<file path="config.mk">
export PLATFORM = sky130hd
export DESIGN_NAME = axis_pkt_gen
export DESIGN_NICKNAME = d
export VERILOG_FILES = /design/src/rtl/axis_pkt_gen.sv
export SDC_FILE = /design/constraint.sdc
export NUM_CORES = 1
export LEC_CHECK = 0
export CAP_MARGIN = 30
export CORE_MARGIN = 4
export CORE_UTILIZATION = 30
export DETAILED_ROUTE_END_ITERATION = 8
export DONT_BUFFER_PORTS = 1
export PLACE_DENSITY = 0.41
export SLEW_MARGIN = 20
export SYNTH_ARGS = -nofsm -noshare
export SYNTH_HDL_FRONTEND = slang
export SYNTH_SLANG_ARGS = --single-unit
</file>
<file path="constraint.sdc">
create_clock -name aclk -period 3.2 [get_ports aclk]
set_input_delay 0.48 -clock aclk [delete_from_list [all_inputs] [get_ports aclk]]
set_output_delay 0.48 -clock aclk [all_outputs]
set_load 0.05 [all_outputs]
</file>
<file path="src/rtl/axis_pkt_gen.sv">
// AXI-Stream packet generator: bursts of num_pkts packets of pkt_len beats with an idle gap.
// Define AXIS_GEN_LFSR_EN to source tdata from an 8-bit LFSR instead of a byte counter.
module axis_pkt_gen #(
    parameter int DATA_W = 8,
    parameter int LEN_W  = 8,
    parameter int GAP_W  = 4
) (
    input  logic              aclk,
    input  logic              aresetn,
    input  logic              start,
    input  logic [LEN_W-1:0]  pkt_len,
    input  logic [7:0]        num_pkts,
    input  logic [GAP_W-1:0]  gap,
    output logic              busy,
    output logic              done,
    output logic [7:0]        pkt_count,
    output logic              m_axis_tvalid,
    output logic [DATA_W-1:0] m_axis_tdata,
    output logic              m_axis_tkeep,
    output logic              m_axis_tlast,
    input  logic              m_axis_tready
);

    typedef enum logic [1:0] {S_IDLE, S_SEND, S_GAP} state_t;

`ifdef AXIS_GEN_LFSR_EN
    localparam logic [DATA_W-1:0] DATA_SEED = DATA_W'(8'h01);
`else
    localparam logic [DATA_W-1:0] DATA_SEED = '0;
`endif

    // Payload sequence step: x^8+x^6+x^5+x^4+1 Fibonacci LFSR, or a wrapping counter.
    function automatic logic [DATA_W-1:0] next_data(input logic [DATA_W-1:0] d);
`ifdef AXIS_GEN_LFSR_EN
        logic [DATA_W-1:0] n;
        n      = '0;
        n[7:0] = {d[6:0], d[7] ^ d[5] ^ d[4] ^ d[3]};
        return n;
`else
        return d + DATA_W'(1);
`endif
    endfunction

    state_t             state;
    logic [LEN_W-1:0]   len_q;
    logic [7:0]         num_q;
    logic [GAP_W-1:0]   gap_q;
    logic [GAP_W-1:0]   gap_cnt;
    logic [LEN_W-1:0]   beat_idx;
    logic [DATA_W-1:0]  data_cnt;
    logic [DATA_W-1:0]  data_nxt;

    assign data_nxt     = next_data(data_cnt);
    assign m_axis_tkeep = m_axis_tvalid;

    always_ff @(posedge aclk or negedge aresetn) begin
        if (!aresetn) begin
            state         <= S_IDLE;
            len_q         <= '0;
            num_q         <= '0;
            gap_q         <= '0;
            gap_cnt       <= '0;
            beat_idx      <= '0;
            data_cnt      <= DATA_SEED;
            pkt_count     <= '0;
            busy          <= 1'b0;
            done          <= 1'b0;
            m_axis_tvalid <= 1'b0;
            m_axis_tdata  <= '0;
            m_axis_tlast  <= 1'b0;
        end else begin
            done <= 1'b0;
            case (state)
                S_IDLE: begin
                    if (start && (pkt_len != '0) && (num_pkts != '0)) begin
                        len_q         <= pkt_len;
                        num_q         <= num_pkts;
                        gap_q         <= gap;
                        pkt_count     <= '0;
                        beat_idx      <= '0;
                        busy          <= 1'b1;
                        state         <= S_SEND;
                        m_axis_tvalid <= 1'b1;
                        m_axis_tdata  <= data_cnt;
                        m_axis_tlast  <= (pkt_len == LEN_W'(1));
                    end
                end
                S_SEND: begin
                    // Outputs only move on an accepted beat, which keeps them stable under backpressure.
                    if (m_axis_tready) begin
                        data_cnt <= data_nxt;
                        if (m_axis_tlast) begin
                            pkt_count <= pkt_count + 8'd1;
                            beat_idx  <= '0;
                            if (pkt_count == num_q - 8'd1) begin
                                state         <= S_IDLE;
                                busy          <= 1'b0;
                                done          <= 1'b1;
                                m_axis_tvalid <= 1'b0;
                                m_axis_tdata  <= '0;
                                m_axis_tlast  <= 1'b0;
                            end else if (gap_q != '0) begin
                                state         <= S_GAP;
                                gap_cnt       <= gap_q;
                                m_axis_tvalid <= 1'b0;
                                m_axis_tdata  <= '0;
                                m_axis_tlast  <= 1'b0;
                            end else begin
                                m_axis_tdata <= data_nxt;
                                m_axis_tlast <= (len_q == LEN_W'(1));
                            end
                        end else begin
                            beat_idx     <= beat_idx + LEN_W'(1);
                            m_axis_tdata <= data_nxt;
                            m_axis_tlast <= (beat_idx + LEN_W'(1) == len_q - LEN_W'(1));
                        end
                    end
                end
                S_GAP: begin
                    if (gap_cnt == GAP_W'(1)) begin
                        state         <= S_SEND;
                        m_axis_tvalid <= 1'b1;
                        m_axis_tdata  <= data_cnt;
                        m_axis_tlast  <= (len_q == LEN_W'(1));
                    end else begin
                        gap_cnt <= gap_cnt - GAP_W'(1);
                    end
                end
                default: state <= S_IDLE;
            endcase
        end
    end

endmodule

</file>
-- Word-level counts from Yosys, hierarchy flattened
Index checks and enable logic that the tools add are counted.
W data, S select, Z words.
- logic and storage cells: 102
- flip-flop bits (word level): 62
- reductions and logical operators: 18
- $add $sub $neg: 6
- equality and inequality tests: 16
- multiplexer cells: 49
- operators by type and width (cell ; count):
    $mux W8 ; 11
    $pmux W8 S2 ; 2
    $add A8 B1 Y8 const B ; 3
    $pmux W8 S3 ; 1
    $mux W4 ; 5
    $mux W1 ; 19
    $eq A8 B1 Y1 const B ; 2
    $eq A8 B8 Y1 ; 2
    $ne A2 B2 Y1 const B ; 8
    $reduce_bool A8 Y1 ; 2
    $sub A8 B1 Y8 const B ; 2
    $mux W2 ; 6
    $reduce_and A6 Y1 ; 2
    $reduce_and A5 Y1 ; 2
    $pmux W4 S2 ; 1
    $reduce_and A4 Y1 ; 2
    $pmux W1 S3 ; 2
    $pmux W2 S3 ; 1
    $eq A4 B1 Y1 const B ; 1
    $reduce_and A2 Y1 ; 2
    $reduce_bool A2 Y1 ; 2
    $reduce_bool A4 Y1 ; 1
    $sub A4 B1 Y4 const B ; 1
    $ne A3 B3 Y1 const B ; 1
    other kinds (7) ; 8

-- Longest topological paths before layout
Gate-level depths: netlist of run 1.
- word-level depth: 6
- depth in mapped cells: 10

-- Worst setup path before layout of run 1
No wires, ideal clock.
- path kind: register to register
- start point: register pkt_count[3]
- end point: register m_axis_tvalid, in the netlist m_axis_tkeep
- setup time: 0.128 ns
- period minus slack after synthesis: 2.603 ns
- path buffers: 2
- arrival: 2.476 ns
- stages on the path, launching flop included: 10
- slack: 0.597 ns
- path through: dfrtp_1 buf_4 xor2_1 xnor2_1 or4_1 a21o_1 or2_0 buf_2 a211oi_2 mux2_1
- cells in the longest elaborated chain, start to end: 5
- elaborated cells on any way between the ends: 7
- RTL lines (element ; line ; RTL):
    from (decl) ; 16 ; output logic [7:0] pkt_count,
    from (signal assigned) ; 93 ; pkt_count <= pkt_count + 8'd1;
    $eq A8 B8 Y1 * ; 95 ; if (pkt_count == num_q - 8'd1) begin
    $mux W1 ; 95 ;
    $mux W1 ; 92 ; if (m_axis_tlast) begin
    $mux W1 ; 90 ; if (m_axis_tready) begin
    $pmux W1 S3 ; 73 ; case (state)
    to (signal assigned) ; 83 ; m_axis_tvalid <= 1'b1;
    to (signal assigned) ; 99 ; m_axis_tvalid <= 1'b0;
    to (signal assigned) ; 105 ; m_axis_tvalid <= 1'b0;
    to (decl) ; 17 ; output logic m_axis_tvalid,
Every way passes the cells marked *; elsewhere a longest branch is shown, timed or not. The select of a mux whose other input is x is not followed.
A chain may end at the register's enable or synchronous reset.

-- Worst setup path in the final report of run 1
- start point: register num_q[0]
- end point: register m_axis_tvalid, in the netlist m_axis_tkeep
- cells in the longest elaborated chain, start to end: 6
- elaborated cells on any way between the ends: 8
- RTL lines (element ; line ; RTL):
    from (decl) ; 46 ; logic [7:0] num_q;
    from (signal assigned) ; 77 ; num_q <= num_pkts;
    $sub A8 B1 Y8 * ; 95 ;
    $eq A8 B8 Y1 * ; 95 ;
    $mux W1 ; 95 ;
    $mux W1 ; 92 ;
    $mux W1 ; 90 ;
    $pmux W1 S3 ; 73 ;
Marks and branches as above.

==> impl_results.md, run 1 <==
* Total Wirelength at 8.47 mm
* CP Launch Type: flop
* Post-Syn Nets at between 400 and 500
* Cts bufs inserted at 9
* Grt total ovfl at 0
* Root Buffer: clkbuf_16
* Residual DRC at 0
* GR Util All Layers at between 10% and 20%
* Mapped Cells at 370
* Vias per std cell at ~5.0
* Post-route setup slack at approximately 0.49 ns
* Synth cell types at 51
* Nets at 415
* Critical Path RT at approximately 3.4 ns
* Dpl hpwl at between 6 and 7 mm
* Worst reg-to-reg path cell count at 9
* CTS tree: built
* FF+latch count, synth at 62
* Avg Inst Size Synth at between 9 and 10 sq um
* Via count at about 2.6k
* Largest family of logic cells by synthesized area: simple AND/OR/NAND/NOR gates
* Setup TNS Final at 0 ns
* Port bufs at 0
* Initial antenna violation count at 0
* Post-synthesis simple-gate area fraction at about a fifth
* Actual slew at the worst max-slew pin at 0.919 ns
* Ant. Diodes at 0
* Peak supply drop at around 0.00034 V
* First-pass detailed-route iteration total at 5
* Synth area leaders: dfrtp_1 (43%), xnor2_1 (7.5%), mux2_2 (6.9%), ha_1 (4.2%), nand2_1 (4.2%)
* Yosys warnings at 0
* Initial core utilization at 31.2%
* Final Hold Viols at 1
* R2R setup slack at 0.49 ns
* Initial DRC Count at 100
* Routed WL per cell at 16.1 microns
* Cell Area, Synth at 3600 sq um
* Power density over the cells at 637 nW/um^2
* Synth Area in Adders at approximately 4.2%
* Min Hold Slack at -0.00508 ns
* Area leader, netlist: dfrtp_1
* Final setup viols at 0
* Post-synth ARST share at 100%
* Mux share of post-synthesis cell area at 7.47%
* Minimum clock period after layout at 2.71 ns
* First-pass GRT wire length at 14.5 mm
* Most used DFF post-synth: dfrtp_1
* Final Slew Violations at 0
* Clk pin slew, worst setup/hold paths at 0.05 ns
* Layout cells sized above 1 at 14.6%
* Largest net degree at the start of global routing at 63
* Worst slew margin at 38.7%
* Synth top area share at 43.1%
* Crit-path max FO at 6
* FMAX at 0.368 GHz
* Routability cong. at between 0.7 and 0.8
* R2R Path End: m_axis_tkeep
* Setup WS pre-CTS at 0.513 ns
* Violated checks: negative hold slack
* Unrepaired setup endpoints after global routing: no
* Post-CTS resize count at 0
* Final core utilization at a little over a third
* Rows at 39
* Number of flops mapped to enable cells by yosys at 0
* Worst-skew pair later-pin latency at between 0.3 and 0.4 ns
* Min-Delay Path Class: input port to async pin
* Clock skew at between 0.004 and 0.005 ns
* Max Cap Viol at 0
* Setup CP Type: flop to flop
* Vias in the first global route at about 2.8k
* H-tree depth at 3
* Total power of the final layout at between 2 and 3 mW
* Crit share post-route at ~85%
* Status: finished, violations left
* Post-route ant nets at 0
* Die ar. at about 14000 sq um
* CP arrival at about 2.9 ns
* Area delta synth->final at 14.2%
* XOR/XNOR share of the synthesized area at a little over a tenth
* Width of the die at about 120 microns
* Worst r2r src: num_q[0]
* Core area at approximately 12000 sq um
* Io pins at 45
* CTS max path bufs at 2
* Clock sinks at 62
* Leak pwr at about 1.7 nW
* Synth Area in Compound Gates at between 10% and 20%
* Sequential share of the synthesized area at 43.1%
* Die height at between 100 and 150 microns
* Nature of the critical path endpoint: flop
## flip-flops by register name, indices dropped and copies added, names as in the netlist
name and cells:
len_q 8, num_q 8, m_axis_tlast 1, m_axis_tdata 8
pkt_count 8, gap_q 4, data_cnt 8, gap_cnt 4
m_axis_tkeep 1, done 1, busy 1, beat_idx 8
state 2
## placed cells by master (no fill, tap or decap), drive strengths merged, types with 2 or more instances in the layout
master | Yosys | final
dfrtp | 62 | 62
nand2 | 40 | 40
xnor2 | 31 | 31
nor2 | 26 | 26
mux2 | 23 | 23
o21ai | 18 | 18
buf | 8 | 15
inv | 14 | 14
xor2 | 14 | 14
ha | 12 | 12
o31ai | 12 | 12
nand3 | 11 | 11
clkbuf | 9 | 11
a21oi | 8 | 8
nor3 | 7 | 7
or4 | 7 | 7
nand2b | 7 | 7
nand4 | 6 | 6
nor3b | 5 | 5
nor4 | 5 | 5
or3 | 4 | 4
a211oi | 4 | 4
clkinv | 1 | 4
a21o | 3 | 3
nor4b | 3 | 3
nand3b | 3 | 3
a211o | 3 | 3
a22o | 3 | 3
nand4b | 2 | 2
and3 | 2 | 2
and2 | 2 | 2
nor2b | 2 | 2
o41ai | 2 | 2
or2 | 2 | 2
## final cells by class
class	count	area [sq um]
clock buffers	11	253
inverters	15	56.3
flip-flops and latches	62	1550
well taps	143	179
fillers	1189	7450
multi-input cells	276	1920
clock inverters	4	22.5
repair buffers	15	133
## power breakdown
part | switching, mW | leakage (nW) | internal, mW
Combinational | 0.327 | 0.779 | 0.216
Clock | 0.348 | 0.137 | 0.557
Sequential | 0.274 | 0.818 | 0.899
## synth_stat cells, types with 2 or more instances
cell	count
and3_1	2
ha_1	12
a22o_1	3
nand3_1	11
o41ai_1	2
nor2b_1	2
a21oi_1	7
inv_1	14
a211oi_1	3
buf_4	2
a21o_1	3
xnor2_1	31
o21ai_0	17
dfrtp_1	62
nor2_1	26
nor4_1	5
a211o_1	3
or4_1	7
buf_1	3
nor3_1	7
buf_2	3
clkbuf_1	9
o31ai_1	11
nand2b_1	7
mux2_2	22
nand3b_1	3
and2_1	2
nor4b_1	3
nand2_1	40
nand4_1	6
xor2_1	14
nor3b_1	5
or3_1	4
nand4b_1	2
## cells by family (layout without fill, tap and decap cells)
kind of cell	Yosys count	in the layout
AO/OA/AOI/OAI	60	60
multiplexers	24	24
flip-flops	62	62
adder cells (fa/ha/maj)	12	12
XOR/XNOR	45	45
buffers and inverters	32	45
AND/OR/NAND/NOR	135	135
## worst max-delay path, cell delays in order, from the launching register on
cell and delay (ns):
dfrtp_1 0.40, inv_1 0.07, ha_1 0.17, nor3b_1 0.43
nand4b_1 0.15, a41o_1 0.28, a21o_1 0.20, or2_0 0.33
a211oi_2 0.25, mux2_1 0.33
## repair_timing
action,in CTS,in global routing
setup buffers,0,0
hold buffers,1,0
endpoints found under the setup margin,0,0
hold endpoints to repair,62,0
## how the worst max path moves through the flow
stage	slack, ns	start	depth (start not counted)	endpoint
after floorplan	0.60	pkt_count[3]	9	m_axis_tkeep
after detailed placement	0.51	num_q[0]	9	m_axis_tkeep
after global placement	0.57	num_q[0]	9	m_axis_tkeep
after CTS	0.50	num_q[0]	9	m_axis_tkeep
final	0.49	num_q[0]	9	m_axis_tkeep
after global routing	0.29	num_q[0]	9	m_axis_tkeep
## per-layer routing
metal	track usage [%]	share of wire, %	routed length [microns]
met1	16.5	46	3910
met2	21.3	47	4010
met3	5.53	5.5	470
met4	3.30	0.98	83
met5	0	0	0
## stage by stage
step,std cells,instance area (sq um)
global placement,510,3810
finish,526,4120
detailed placement,510,3810
global route,526,4120
CTS,526,4120
floorplan,370,3600
No activity file was read; power rests on OpenSTA's default activity.
==> run 2: changes to the inputs <==
==> constraint.sdc (replaced) <==
create_clock -name aclk -period 2.72 [get_ports aclk]
set_input_delay 0.408 -clock aclk [delete_from_list [all_inputs] [get_ports aclk]]
set_output_delay 0.408 -clock aclk [all_outputs]
set_load 0.05 [all_outputs]
==> impl_results.md, run 2 (synthesis gave the netlist of run 1 again) <==
* Root Buffer: clkbuf_16
* Post-route ant nets at 0 (unchanged)
* Setup CP Type: flop to flop
* FMAX at 0.398 GHz (+8.1%)
* Dpl hpwl at 6.22 mm (-0.86%)
* Clock sinks at 62 (unchanged)
* Worst slew margin at 39.4% (+0.71 points)
* Port bufs at 0 (unchanged)
* Routability cong. at 0.813 (+7.2%)
* Clock skew at 0.00336 ns (-0.00132 ns)
* Most common cell after layout, fill and taps aside: dfrtp_1
* Slowest stage delay, CP at 0.53 ns (+0.10 ns)
* Actual slew at the worst max-slew pin at 0.908 ns (-0.0106 ns)
* Routed WL per cell at 15.6 microns (-3.4%)
* Final setup viols at 0 (unchanged)
* Final instance area at 4170 sq um (+1.4%)
* CTS tree: built
* Minimum clock period after layout at 2.51 ns (-0.204 ns)
* First-pass detailed-route iteration total at 4 (-1)
* Initial DRC Count at 52 (-48%)
* Core area at 11600 sq um (unchanged)
* Residual DRC at 0 (unchanged)
* Layout cells sized above 1 at 15.7% (+1.1 points)
* Vias per std cell at 4.93 (-2.0%)
* Post-place instance area at 3870 sq um (+1.5%)
* Setup TNS Final at 0 ns (unchanged)
* Area delta synth->final at 15.8%
* Die ar. at 13800 sq um (unchanged)
* Final Slew Violations at 0 (unchanged)
* Commonest cells after routing, fill and taps aside: dfrtp_1 (62), nand2_1 (40), xnor2_1 (31)
* GR Util All Layers at 12.7% (-0.49 points)
* Nets at 422 (+1.7%)
* Clk pin slew, worst setup/hold paths at 0.05 ns (about the same)
* Worst-skew pair later-pin latency at 0.32 ns (about the same)
* H-tree depth at 3 (unchanged)
* Status: finished clean
* Final Hold Viols at 0 (-1)
* CP Launch Type: flop
* CTS max path bufs at 2 (unchanged)
* Total power of the final layout at 3.04 mW (+16%)
* Min-Delay Path Class: input port to flop
* Worst path cell trace: inv_1 -> ha_1 -> xnor2_1 -> or4_1 -> a21o_1 -> or2_4 -> a211oi_2 -> mux2_1
* Initial antenna violation count at 0 (unchanged)
* Largest net degree at the start of global routing at 63 (unchanged)
* Width of the die at 118 microns (unchanged)
* Vias in the first global route at 2673 (-4.1%)
* Max Cap Viol at 0 (unchanged)
* Power density over the cells at 730 nW/um^2 (+15%)
* Crit share post-route at 92.3% (+7.5 points)
* Io pins at 45 (unchanged)
* Peak supply drop at 0.000505 V (+50%)
* Nature of the critical path endpoint: flop
* CP arrival at 2.71 ns (-0.22 ns)
* Cts bufs inserted at 9 (unchanged)
* Leak pwr at 1.77 nW (+2.1%)
* CP Buf/Inv Count at 1 (unchanged)
* Critical path's slowest cell: or4_1
* Initial core utilization at 31.2% (unchanged)
* Ant. Diodes at 0 (unchanged)
* CP top delay family: simple AND/OR/NAND/NOR gates
* Unrepaired setup endpoints after global routing: no
* Grt total ovfl at 0 (unchanged)
* Crit-path max FO at 6 (unchanged)
* Critical Path RT at 2.93 ns (-0.49 ns)
* Rows at 39 (unchanged)
* Die height at 118 microns (unchanged)
* Via count at 2621 (-0.91%)
* First-pass GRT wire length at 14.2 mm (-2.4%)
* Total Wirelength at 8.28 mm (-2.3%)
[run 2: stage by stage]
step                cells  hold slack, ns  setup slack, ns  utilization [%]
floorplan             370           0.112            0.117                -
global placement      516           0.115           0.0927             33.5
detailed placement    516           0.116           0.0227             33.5
CTS                   532           0.219          0.00880             36.0
global route          532           0.219           0.0654             36.1
finish                532           0.231            0.210             36.1
[run 2: power by group]
group | leakage, nW | internal, mW | switching, mW
clock | 0.128 | 0.627 | 0.383
sequential | 0.818 | 1.06 | 0.303
combinational | 0.824 | 0.264 | 0.408
total | 1.77 | 1.95 | 1.09
[run 2: path summary, 6_finish.rpt]
kind / endpoint / cells after the start / slack [ns] / start
hold reg to reg: data_cnt[7] / 1 / 0.49 / data_cnt[7]
min in group asynchronous: beat_idx[3] / 2 / 0.62 / aresetn
setup reg to reg: m_axis_tkeep / 8 / 0.21 / num_q[0]
hold / removal: len_q[0] / 1 / 0.23 / pkt_len[0]
max in group asynchronous: data_cnt[3] / 2 / 1.82 / aresetn
setup / recovery: m_axis_tkeep / 8 / 0.21 / num_q[0]
[run 2: layer usage]
metal / global-route usage, % / up-vias / part of all wire [%]
li1: - / 1338 / -
met1: 16.2 / 1232 / 47
met2: 20.4 / 44 / 47
met3: 3.89 / 7 / 4.6
met4: 4.62 / 0 / 1.5
met5: 0 / - / 0
[run 2: final cells by class]
class                           count  area, sq um
Fill cell                        1160         7390
Multi-Input combinational cell    276         1930
Timing Repair Buffer               22          200
Inverter                           15         56.3
Sequential cell                    62         1550
Clock inverter                      2         10.0
Tap cell                          143          179
Clock buffer                       12          246
[run 2: repair_timing]
item	CTS	global route
hold endpoints to repair	62	0
setup endpoints to repair	0	11
gates resized for setup	0	3
hold buffers	2	0
setup buffers	0	0
==> run 3: changes to the inputs <==
--- a/config.mk
+++ b/config.mk
@@ -10,6 +10,7 @@
 export CORE_UTILIZATION = 30
 export DETAILED_ROUTE_END_ITERATION = 8
 export DONT_BUFFER_PORTS = 1
+export GPL_TIMING_DRIVEN = 1
 export PLACE_DENSITY = 0.41
 export SLEW_MARGIN = 20
 export SYNTH_ARGS = -nofsm -noshare
==> results of run 3 <==
Same layout as run 2: the final DEF is identical, and so are final timing and power.
